`src/rtl/fpu_mult_arbiter.sv`:
```
// Round-robin front end sharing one multi-cycle FPU multiplier between N_REQ requesters.
// Captures the winner's operands, classifies them, strobes the unit and returns a tagged result.
module fpu_mult_arbiter #(
  parameter int N_REQ     = 4,
  parameter int ID_W      = 2,
  parameter int BIT_WIDTH = 32,
  parameter int TIMEOUT   = 32
) (
  input  logic                       clk,
  input  logic                       rst,
  input  logic [N_REQ-1:0]           req_valid,
  input  logic [N_REQ*BIT_WIDTH-1:0] req_op_a,
  input  logic [N_REQ*BIT_WIDTH-1:0] req_op_b,
  output logic [N_REQ-1:0]           req_ack,
  output logic                       rsp_valid,
  output logic [ID_W-1:0]            rsp_id,
  output logic [BIT_WIDTH-1:0]       rsp_result,
  output logic [3:0]                 rsp_flags,
  output logic                       busy,
  output logic                       fpu_tick_exec,
  output logic [BIT_WIDTH-1:0]       fpu_reg1,
  output logic [BIT_WIDTH-1:0]       fpu_reg2,
  output logic [5:0]                 fpu_reg_params,
  input  logic                       fpu_instr_finished,
  input  logic [BIT_WIDTH-1:0]       fpu_reg_lo,
  input  logic                       fpu_overflow,
  input  logic                       fpu_underflow,
  input  logic                       fpu_invalid_op
);

  localparam int unsigned N_REQ_U = N_REQ;
  localparam int CNT_W = $clog2(TIMEOUT) + 1;
  localparam logic [CNT_W-1:0] CNT_LAST = CNT_W'(TIMEOUT - 1);
  localparam logic [BIT_WIDTH-1:0] QNAN = BIT_WIDTH'(32'h7FC0_0000);

  typedef enum logic [1:0] {
    IDLE  = 2'd0,
    ISSUE = 2'd1,
    WAIT  = 2'd2,
    DONE  = 2'd3
  } state_t;

  state_t               state_q, state_d;
  logic [ID_W-1:0]      ptr_q, ptr_d;
  logic [ID_W-1:0]      id_q, id_d;
  logic [BIT_WIDTH-1:0] reg1_q, reg1_d;
  logic [BIT_WIDTH-1:0] reg2_q, reg2_d;
  logic [5:0]           params_q, params_d;
  logic [CNT_W-1:0]     cnt_q, cnt_d;
  logic [BIT_WIDTH-1:0] result_q, result_d;
  logic [3:0]           flags_q, flags_d;

  logic [ID_W-1:0]      winner;
  logic                 found;
  int unsigned          idx;
  logic [BIT_WIDTH-1:0] win_a, win_b;
  logic [2:0]           cls_a, cls_b;
  logic [N_REQ-1:0]     ack;

  // Flush-to-zero classification: {is_inf, is_nan, is_zero}; denormals count as zero.
  function automatic logic [2:0] classify(input logic [7:0] exp_f, input logic [22:0] frac_f);
    classify = {(exp_f == 8'hFF) && (frac_f == '0),
                (exp_f == 8'hFF) && (frac_f != '0),
                (exp_f == 8'h00)};
  endfunction

  // First requester at or after ptr, wrapping modulo N_REQ.
  always_comb begin
    winner = '0;
    found  = 1'b0;
    idx    = 0;
    for (int unsigned i = 0; i < N_REQ_U; i++) begin
      idx = (32'(ptr_q) + i) % N_REQ_U;
      if (!found && req_valid[idx]) begin
        found  = 1'b1;
        winner = ID_W'(idx);
      end
    end
  end

  always_comb begin
    win_a = req_op_a[int'(winner)*BIT_WIDTH +: BIT_WIDTH];
    win_b = req_op_b[int'(winner)*BIT_WIDTH +: BIT_WIDTH];
    cls_a = classify(win_a[30:23], win_a[22:0]);
    cls_b = classify(win_b[30:23], win_b[22:0]);
  end

  always_comb begin
    state_d  = state_q;
    ptr_d    = ptr_q;
    id_d     = id_q;
    reg1_d   = reg1_q;
    reg2_d   = reg2_q;
    params_d = params_q;
    cnt_d    = cnt_q;
    result_d = result_q;
    flags_d  = flags_q;
    ack      = '0;
    unique case (state_q)
      IDLE: begin
        // Ack is gated by reset so a request seen during reset is never consumed.
        if (found && !rst) begin
          ack[winner] = 1'b1;
          reg1_d      = win_a;
          reg2_d      = win_b;
          params_d    = {cls_b[2], cls_a[2], cls_b[1], cls_a[1], cls_b[0], cls_a[0]};
          id_d        = winner;
          ptr_d       = (winner == ID_W'(N_REQ - 1)) ? '0 : winner + 1'b1;
          state_d     = ISSUE;
        end
      end
      ISSUE: begin
        cnt_d   = '0;
        state_d = WAIT;
      end
      WAIT: begin
        // A done pulse beats a simultaneous timeout.
        if (fpu_instr_finished) begin
          result_d = fpu_reg_lo;
          flags_d  = {1'b0, fpu_invalid_op, fpu_underflow, fpu_overflow};
          state_d  = DONE;
        end else if (cnt_q == CNT_LAST) begin
          result_d = QNAN;
          flags_d  = 4'b1000;
          state_d  = DONE;
        end else begin
          cnt_d = cnt_q + 1'b1;
        end
      end
      DONE: begin
        state_d = IDLE;
      end
      default: state_d = IDLE;
    endcase
  end

  always_ff @(posedge clk) begin
    if (rst) begin
      state_q  <= IDLE;
      ptr_q    <= '0;
      id_q     <= '0;
      reg1_q   <= '0;
      reg2_q   <= '0;
      params_q <= '0;
      cnt_q    <= '0;
      result_q <= '0;
      flags_q  <= '0;
    end else begin
      state_q  <= state_d;
      ptr_q    <= ptr_d;
      id_q     <= id_d;
      reg1_q   <= reg1_d;
      reg2_q   <= reg2_d;
      params_q <= params_d;
      cnt_q    <= cnt_d;
      result_q <= result_d;
      flags_q  <= flags_d;
    end
  end

  always_comb begin
    req_ack        = ack;
    busy           = (state_q != IDLE) || (|ack);
    fpu_tick_exec  = (state_q == ISSUE);
    rsp_valid      = (state_q == DONE);
    rsp_id         = id_q;
    rsp_result     = result_q;
    rsp_flags      = flags_q;
    fpu_reg1       = reg1_q;
    fpu_reg2       = reg2_q;
    fpu_reg_params = params_q;
  end

endmodule

```
`config.mk`:
```
export PLATFORM = sky130hd
export DESIGN_NAME = fpu_mult_arbiter
export DESIGN_NICKNAME = d
export VERILOG_FILES = /design/src/rtl/fpu_mult_arbiter.sv
export SDC_FILE = /design/constraint.sdc
export NUM_CORES = 1
export LEC_CHECK = 0
export CAP_MARGIN = 20
export CORE_AREA = 2 2 158 160
export CTS_BUF_LIST = sky130_fd_sc_hd__clkbuf_8
export DETAILED_ROUTE_END_ITERATION = 8
export DIE_AREA = 0 0 160 162
export MAX_ROUTING_LAYER = met4
export PLACE_DENSITY = 0.71
export REMOVE_ABC_BUFFERS = 1
export SYNTH_ARGS = -nofsm -noshare
export SYNTH_HDL_FRONTEND = slang
export SYNTH_SLANG_ARGS = --single-unit
```
`constraint.sdc`:
```
create_clock -name clk -period 3.14 [get_ports clk]
set_input_delay 0.314 -clock clk [delete_from_list [all_inputs] [get_ports clk]]
set_output_delay 0.314 -clock clk [all_outputs]
set_load 0.005 [all_outputs]
```
After elaboration in Yosys (flattened, before gate mapping)
Cells that the tools add are included.
{"block": "totals", "register_bits": 118, "latchBits": 0, "ramBits": 0, "romBits": 0, "inputBits": 298, "output_inout_bits": 115, "elab_cells": 94, "n_memories": 0}
{"block": "classes", "addsub": 5, "n_mul": 0, "div_mod_pow": 0, "order_cmp": 6, "eq_ne": 11, "n_shift": 2, "mux": 32, "n_bitwise": 0, "reduce_logical": 29}
{"cell": "$shiftx A128 B8 Y32", "n": 2}
{"cell": "$mux W32", "n": 2}
{"cell": "$logic_not A23 Y1", "n": 2}
{"cell": "$reduce_bool A23 Y1", "n": 2}
{"cell": "$eq A8 B8 Y1 const B", "n": 2}
{"cell": "$logic_not A8 Y1", "n": 2}
{"cell": "$mux W2", "n": 8}
{"cell": "$mux W4", "n": 4}
{"cell": "$lt A2 B3 Y1 const B", "n": 5}
{"cell": "$mux W6", "n": 2}
{"cell": "$pmux W6 S2", "n": 1}
{"cell": "$logic_and A1 B1 Y1", "n": 9}
{"cell": "$mux W1", "n": 9}
{"cell": "$bmux W1 S2", "n": 4}
{"cell": "$pmux W2 S4", "n": 1}
{"cell": "$add A6 B1 Y6 const B", "n": 1}
{"cell": "$eq A2 B2 Y1 const B", "n": 3}
{"cell": "$eq A6 B5 Y1 const B", "n": 1}
{"cell": "$ne A2 B2 Y1 const B", "n": 3}
{"cell": "$reduce_and A2 Y1", "n": 3}
{"cell": "$reduce_bool A2 Y1", "n": 3}
{"cell": "$add A2 B1 Y2 const B", "n": 2}
{"cell": "$add A2 B2 Y2 const B", "n": 2}
{"cell": "$logic_not A1 Y1", "n": 4}
{"cell": "8 further kinds", "n": 8}

Depth between registers and ports, before layout
Gate-level depths: netlist of run 1.
{"block": "depth", "depth_word": 20, "ltp_mapped": 15, "mapped_depth_nobuf": 10}

Worst setup path after synthesis of run 1
Ideal clock, no wire load.
{"block": "synth_path", "kind": "register to register", "start": "register ptr_q[1]", "end": "register params_q[5] (netlist: fpu_reg_params[5])", "setup_ns": 0.071, "arrival_ns": 2.939, "required_time_ns": 3.069, "setup_slack_ns": 0.130, "stages_incl_launch_ff": 10, "n_path_buf": 1, "period_less_slack_ns": 3.010, "cell_sequence": "dfxtp_1 -> mux2i_1 -> nor2_1 -> nor3_2 -> buf_2 -> mux2_2 -> or4_1 -> or4b_1 -> or3_1 -> a21oi_1"}
{"block": "synth_via", "elab_chain_cells": 15, "word_cells_on_any_way": 31, "cone_classes": "3 x add/sub; 1 x eq/ne; 1 x shift; 16 x mux; 10 x reduce/logical"}
{"item": "start, declared", "line": "44", "rtl": "logic [ID_W-1:0] ptr_q, ptr_d;"}
{"item": "start signal, assigned", "line": "150", "rtl": "ptr_q <= ptr_d;"}
{"item": "parallel branches: the longest is 15 deep, another holds $add A2 B1 Y2"}
{"item": "end signal, assigned", "line": "154", "rtl": "params_q <= params_d;"}
{"item": "end, declared", "line": "48", "rtl": "logic [5:0] params_q, params_d;"}
Parallel ways; which one is timed is not known. The select of a mux whose other input is x is not followed.
A chain may end at the register's enable or synchronous reset.

Worst setup path after layout of run 1
Same ends and word-level chain as after synthesis.

==> impl_metrics.py, run 1 <==
metrics = {
    "run_status": {
        "outcome": "complete, but fails checks",
        "violations": "setup timing",
    },
    "synth": {
        "synth_top_area_cell": "dfxtp_1",
        "ys_ff_latch": 118,
        "synth_edf_count": 0,
        "syn-instance-count": 742,
        "yosys_warnings": 0,
        "synth_top_area_share": 0.356,
        "synthFlopType": "dfxtp_1",
        "synth.most_common_cell": "mux2i_1",
        "yosysSeqAreaShare": 0.356,
        "syn_area_mm2": 0.00663,
        "async_flop_share": 0,
        "synthTopCellsByCount": "134 x mux2i_1, 118 x dfxtp_1, 82 x nand2_1",
        "syn-mean-instance-area_um2": 8.94,
        "synth_area_leaders": "dfxtp_1 36%, mux2i_1 20%, mux2_2 7.1%",
        "ys_types": 42,
    },
    "drt": {
        "wirelength_um": 27800,
        "drc_errors": 0,
        "drt_iter0_markers": 288,
        "vias": 7445,
        "vias_per_cell": 4.75,
        "wl_per_cell_um": 17.7,
        "first_pass_iters": 4,
        "ant_nets": 0,
    },
    "clock_tree": {
        "htreeDepth": 4,
        "clockBufferDepth": 2,
        "cts.clk_slew.worst_paths_ns": 0.07,
        "cts_inserted_buffers": 17,
        "clockRootBuffer": "clkbuf_8",
        "cts_tree": "done",
        "clock-sinks": 118,
        "clock_latency_ns": 0.44,
    },
    "power": {
        "powerDensity_mw_per_mm2": 726,
        "p_leak_nw": 4.90,
        "ir_drop_mv": 0.323,
    },
    "floorplanning": {
        "fp.dieH_um": 162,
        "ios": 413,
        "die_area_mm2": 0.0259,
        "core_area_mm2": 0.0241,
        "dieWidth_um": 160,
        "initial_core_util": 0.275,
        "rows": 57,
    },
    "place": {
        "globalplace.congestion": 0.921,
        "io_buffers": 412,
        "place_hpwl_um": 20900,
        "placed_area_mm2": 0.0116,
        "dp_cells": 1494,
    },
    "sta": {
        "rsz0062_at_grt": "true",
        "worst_pin_slew_ns": 1.11,
        "setup_viol": 2,
        "max_freq_ghz": 0.314,
        "hold_viol": 0,
        "worst_slack_ns": -0.0452,
        "maxSlewViolCount": 0,
        "period_needed_ns": 3.19,
        "skew_ns": 0.0202,
        "max_slew_margin": 0.260,
        "period_share": 1.01,
    },
    "global_route": {
        "antenna_found_initial": 0,
        "grt_usage": 0.213,
        "grt_first_pass_wirelength_um": 42000,
        "grt_pass1_vias": 7630,
        "grt_max_degree": 116,
        "grt-ovfl-total": 0,
    },
    "min_path": {
        "holdPathStages": 2,
        "hold_path.class": "register to register",
        "hold_end": "fpu_reg2[30]$_SDFFE_PP0P_",
        "min-delay-start": "fpu_reg2[30]$_SDFFE_PP0P_",
    },
    "critical_path": {
        "critical_path_class": "register to register",
        "reg2reg_from": "ptr_q[1]$_SDFFE_PP0P_",
        "crit_required_ns": 3.49,
        "crit_path_end_kind": "register",
        "reg2reg_slack_ns": -0.05,
        "cp.arrival_ns": 3.54,
        "r2r_end": "fpu_reg_params[5]$_SDFFE_PP0P_",
        "cp_max_fo": 9,
        "r2r_cells": 12,
        "startpoint_type": "register",
    },
    "final_layout": {
        "nNetsFinal": 1540,
        "fillerInstances": 2271,
        "diodes": 0,
        "drive_above_1_share": 0.165,
        "final_area_mm2": 0.0124,
        "area_growth_pct": 86.5,
        "stdcell_count": 1568,
    },
    "flow_run": {
        "maxCapViolations": 0,
    },
}
-- critical path, stage by stage, from the launching register on --
cell	delay (ns)
dfxtp_4	0.36
nand2b_1	0.16
a21oi_2	0.20
nor3_4	0.07
buf_12	0.13
buf_4	0.15
buf_12	0.14
buf_4	0.13
mux2i_1	0.14
or4_1	0.55
or4_4	0.54
or3_4	0.40
a21oi_2	0.11
-- registers in the layout, indices dropped and copies added (netlist names) --
| name | cells |
|---|---|
| rsp_result | 32 |
| rsp_id | 2 |
| rsp_flags | 4 |
| cnt_q | 6 |
| fpu_reg1 | 32 |
| fpu_reg2 | 32 |
| state_q | 2 |
| fpu_reg_params | 6 |
| ptr_q | 2 |
-- area by class of cell --
type	count	area [um^2]	share of cell area
inverters	6	38.8	0.00314
repair inverters	1	6.26	0.000506
repair buffers	525	5130	0.415
multi-input cells	563	4060	0.328
well taps	324	405	0.0328
clock inverters	11	85.1	0.00688
flip-flops and latches	118	2370	0.191
clock buffers	20	275	0.0223
-- placed cells by master, fill, tap and decap left out, drive strengths merged, types with 9 or more instances in the layout --
| cell type | netlist | final |
|---|---|---|
| clkbuf | 32 | 22 |
| nand3b | 63 | 63 |
| nor2 | 62 | 62 |
| clkdlybuf4s50 | 0 | 406 |
| mux2i | 134 | 134 |
| buf | 23 | 113 |
| a22oi | 26 | 26 |
| nor3 | 15 | 15 |
| dfxtp | 118 | 118 |
| nand3 | 9 | 9 |
| ha | 10 | 10 |
| o21ai | 53 | 53 |
| mux2 | 42 | 42 |
| nand2 | 83 | 83 |
| a21oi | 11 | 11 |
-- metal layers --
layer | vias to the layer above | global-route usage | wire length (um)
li1 | 3642 | - | -
met1 | 3482 | 0.249 | 11800
met2 | 274 | 0.360 | 13500
met3 | 47 | 0.0414 | 1580
met4 | 0 | 0.0872 | 881
met5 | - | - | 0
-- worst max-delay path by stage --
stage	from	to	slack, ns	depth (start not counted)
2_1_floorplan	ptr_q[1]$_SDFFE_PP0P_	fpu_reg_params[4]$_SDFFE_PP0P_	-2.46	9
3_3_place_gp	req_valid[2]	fpu_reg_params[5]$_SDFFE_PP0P_	-0.53	12
3_5_place_dp	req_valid[2]	fpu_reg_params[4]$_SDFFE_PP0P_	-0.63	12
4_1_cts	ptr_q[1]$_SDFFE_PP0P_	fpu_reg_params[4]$_SDFFE_PP0P_	-0.005	11
5_1_grt	ptr_q[1]$_SDFFE_PP0P_	fpu_reg_params[4]$_SDFFE_PP0P_	-0.12	11
6_report	ptr_q[1]$_SDFFE_PP0P_	fpu_reg_params[5]$_SDFFE_PP0P_	-0.05	12
-- stage by stage --
| step | setup slack, ns | TNS, ns | hold slack [ns] | util | total power, mW |
|---|---|---|---|---|---|
| after floorplan | -2.46 | -91.05 | 0.383 | - | 4.56 |
| after global placement | -0.527 | -2.11 | 0.432 | 0.480 | 7.14 |
| after detailed placement | -0.631 | -2.56 | 0.437 | 0.480 | 7.20 |
| after CTS | -0.00464 | -0.00464 | 0.406 | 0.511 | 8.99 |
| after global routing | -0.123 | -0.464 | 0.421 | 0.513 | 9.56 |
| final | -0.0452 | -0.0703 | 0.445 | 0.513 | 8.98 |
-- cell families after synthesis --
group	after synthesis	share of synthesized area
xor+xnor	3	0.00396
simple gates	275	0.218
buf+inv	61	0.0408
flops	118	0.356
fa+ha+maj	10	0.0189
mux	176	0.274
compound gates	99	0.0887
-- where the power goes --
| group | switching, mW | internal [mW] | total (mW) |
|---|---|---|---|
| clock | 0.647 | 0.670 | 1.32 |
| sequential | 0.282 | 2.00 | 2.28 |
| combinational | 2.30 | 3.08 | 5.38 |
-- repair_timing --
item,4_1_cts,5_1_grt
hold buffers,0,0
gates resized for setup,22,4
gates cloned,2,1
hold endpoints to repair,0,0
setup buffers,38,2
pin swaps,6,9
endpoints found under the setup margin,7,6
Power figures use the tool's default switching activity.
==> run 2, diff against run 1 <==
- PLACE_DENSITY: 0.71 -> not set
- PLACE_DENSITY_LB_ADDON: not set -> 0.15
==> impl_metrics.py, run 2 (synthesis results as in run 1) <==
metrics = {
    "drt": {
        "drt_iter0_markers": 260,
        "ant_nets": 0,
        "wl_per_cell_um": 17.4,
        "drc_errors": 0,
        "vias": 7206,
        "first_pass_iters": 4,
        "vias_per_cell": 4.66,
        "wirelength_um": 26900,
    },
    "floorplanning": {
        "ios": 413,
        "initial_core_util": 0.275,
        "rows": 57,
        "die_area_mm2": 0.0259,
        "fp.dieH_um": 162,
        "dieWidth_um": 160,
        "core_area_mm2": 0.0241,
    },
    "critical_path": {
        "crit_path_top_delay_cell": "or4_4",
        "crit_path_end_kind": "register",
        "cp.arrival_ns": 3.49,
        "cp_top_family": "simple AND/OR/NAND/NOR gates",
        "cp_num_buf_inv": 2,
        "startpoint_type": "register",
        "crit_required_ns": 3.51,
        "max_stage_delay_ns": 0.51,
        "critical_path.cell_chain": "nand2_1 > a221o_1 > nand2_4 > inv_8 > buf_12 > mux2i_1 > mux2_2 > or4_4 > or4b_4 > or3_1 > a21oi_2",
        "cp_max_fo": 14,
        "critical_path_class": "register to register",
    },
    "sta": {
        "maxSlewViolCount": 0,
        "setup_viol": 0,
        "period_needed_ns": 3.13,
        "worst_slack_ns": 0.0150,
        "worst_pin_slew_ns": 0.597,
        "period_share": 0.995,
        "hold_viol": 0,
        "rsz0062_at_grt": "true",
        "max_freq_ghz": 0.320,
        "max_slew_margin": 0.601,
        "final.setup.tns_ns": 0,
        "skew_ns": 0.0107,
    },
    "place": {
        "globalplace.congestion": 0.862,
        "io_buffers": 412,
        "place_hpwl_um": 21000,
        "pre_cts_slack_ns": -0.565,
    },
    "clock_tree": {
        "htreeDepth": 4,
        "clockBufferDepth": 2,
        "cts_inserted_buffers": 17,
        "cts.clk_slew.worst_paths_ns": 0.07,
        "cts_hold_buf": 0,
        "clock-sinks": 118,
        "cts_tree": "done",
        "clock_latency_ns": 0.44,
        "clockRootBuffer": "clkbuf_8",
    },
    "final_layout": {
        "area_growth_pct": 85.3,
        "layout_commonest_cell": "clkdlybuf4s50_1",
        "final_core_util": 0.510,
        "fillerInstances": 2332,
        "nNetsFinal": 1516,
        "final_cell_mix": "404 x clkdlybuf4s50_1, 134 x mux2i_1, 116 x dfxtp_1, 80 x nand2_1, 80 x buf_4",
        "drive_above_1_share": 0.151,
    },
    "global_route": {
        "antenna_found_initial": 1,
        "grt_first_pass_wirelength_um": 41500,
        "grt_use_met1": 0.241,
        "gr-usage-met3": 0.0465,
        "grt_usage": 0.211,
        "grt_util_met2": 0.366,
        "grt.busiest_layer": "met2",
        "grt_pass1_vias": 7455,
        "grt_max_degree": 116,
        "grt-ovfl-total": 0,
    },
    "power": {
        "ir_drop_mv": 0.347,
        "p_leak_nw": 4.87,
        "powerDensity_mw_per_mm2": 733,
    },
    "run_status": {
        "outcome": "completed",
    },
    "min_path": {
        "hold_path.class": "register to register",
    },
    "flow_run": {
        "maxCapViolations": 0,
    },
}
==> run 2: cell types whose count changed in the layout (fill, tap and decap cells not counted), moves of 3 or more <==
cell and change:
dlymetal6s2s_1 +3, buf_12 -4, buf_4 -22, bufinv_16 +5
==> run 2: area by class of cell <==
cell class              instances  area (um^2)  share of cell area
repair inverters                2         15.0             0.00122
multi-input cells             563         4070               0.331
diodes                          1         2.50            0.000204
clock inverters                14          231              0.0188
repair buffers                500         4910               0.400
clock buffers                  18          248              0.0202
well taps                     324          405              0.0330
flip-flops and latches        118         2370               0.193
inverters                       6         33.8             0.00275
==> run 2: worst reg2reg max path, delay by kind of cell (launching register included) <==
| family | cells | cell delay, ns |
|---|---|---|
| buf+inv | 2 | 0.25 |
| simple gates | 5 | 1.57 |
| mux | 2 | 0.39 |
| flops | 1 | 0.37 |
| compound gates | 2 | 0.47 |
==> run 2: per-layer routing <==
layer | routed length, um | share of wire
met5 | 0 | 0
met4 | 583 | 0.022
met3 | 1500 | 0.056
met2 | 13600 | 0.50
met1 | 11300 | 0.42
==> run 2: worst paths after layout <==
check                             from                             end  slack, ns  cells after the start
min reg2reg  fpu_reg1[28]$_SDFFE_PP0P_       fpu_reg1[28]$_SDFFE_PP0P_       0.44                      2
min          fpu_reg1[28]$_SDFFE_PP0P_       fpu_reg1[28]$_SDFFE_PP0P_       0.44                      2
max              ptr_q[1]$_SDFFE_PP0P_  fpu_reg_params[4]$_SDFFE_PP0P_       0.01                     11
max reg2reg      ptr_q[1]$_SDFFE_PP0P_  fpu_reg_params[4]$_SDFFE_PP0P_       0.01                     11
==> run 2: what timing repair did <==
action,in CTS,in global routing
pin swaps,5,4
gates resized for setup,16,15
cloned,3,0
setup buffers,8,2
setup endpoints to repair,7,6
==> run 2: where the power goes <==
group,leakage (nW),switching [mW],internal (mW)
sequential,0.969,0.258,2.00
clock,0.240,0.646,1.04
combinational,3.66,2.22,2.84
==> run 2: per-stage QoR <==
stage	hold WS, ns	cells	area [um^2]	total power, mW
2_1_floorplan	0.383	687	6380	4.56
3_3_place_gp	0.433	1499	11600	7.15
3_5_place_dp	0.437	1499	11600	7.17
4_1_cts	0.411	1542	12200	9.10
5_1_grt	0.439	1546	12300	9.63
6_report	0.441	1546	12300	9.00
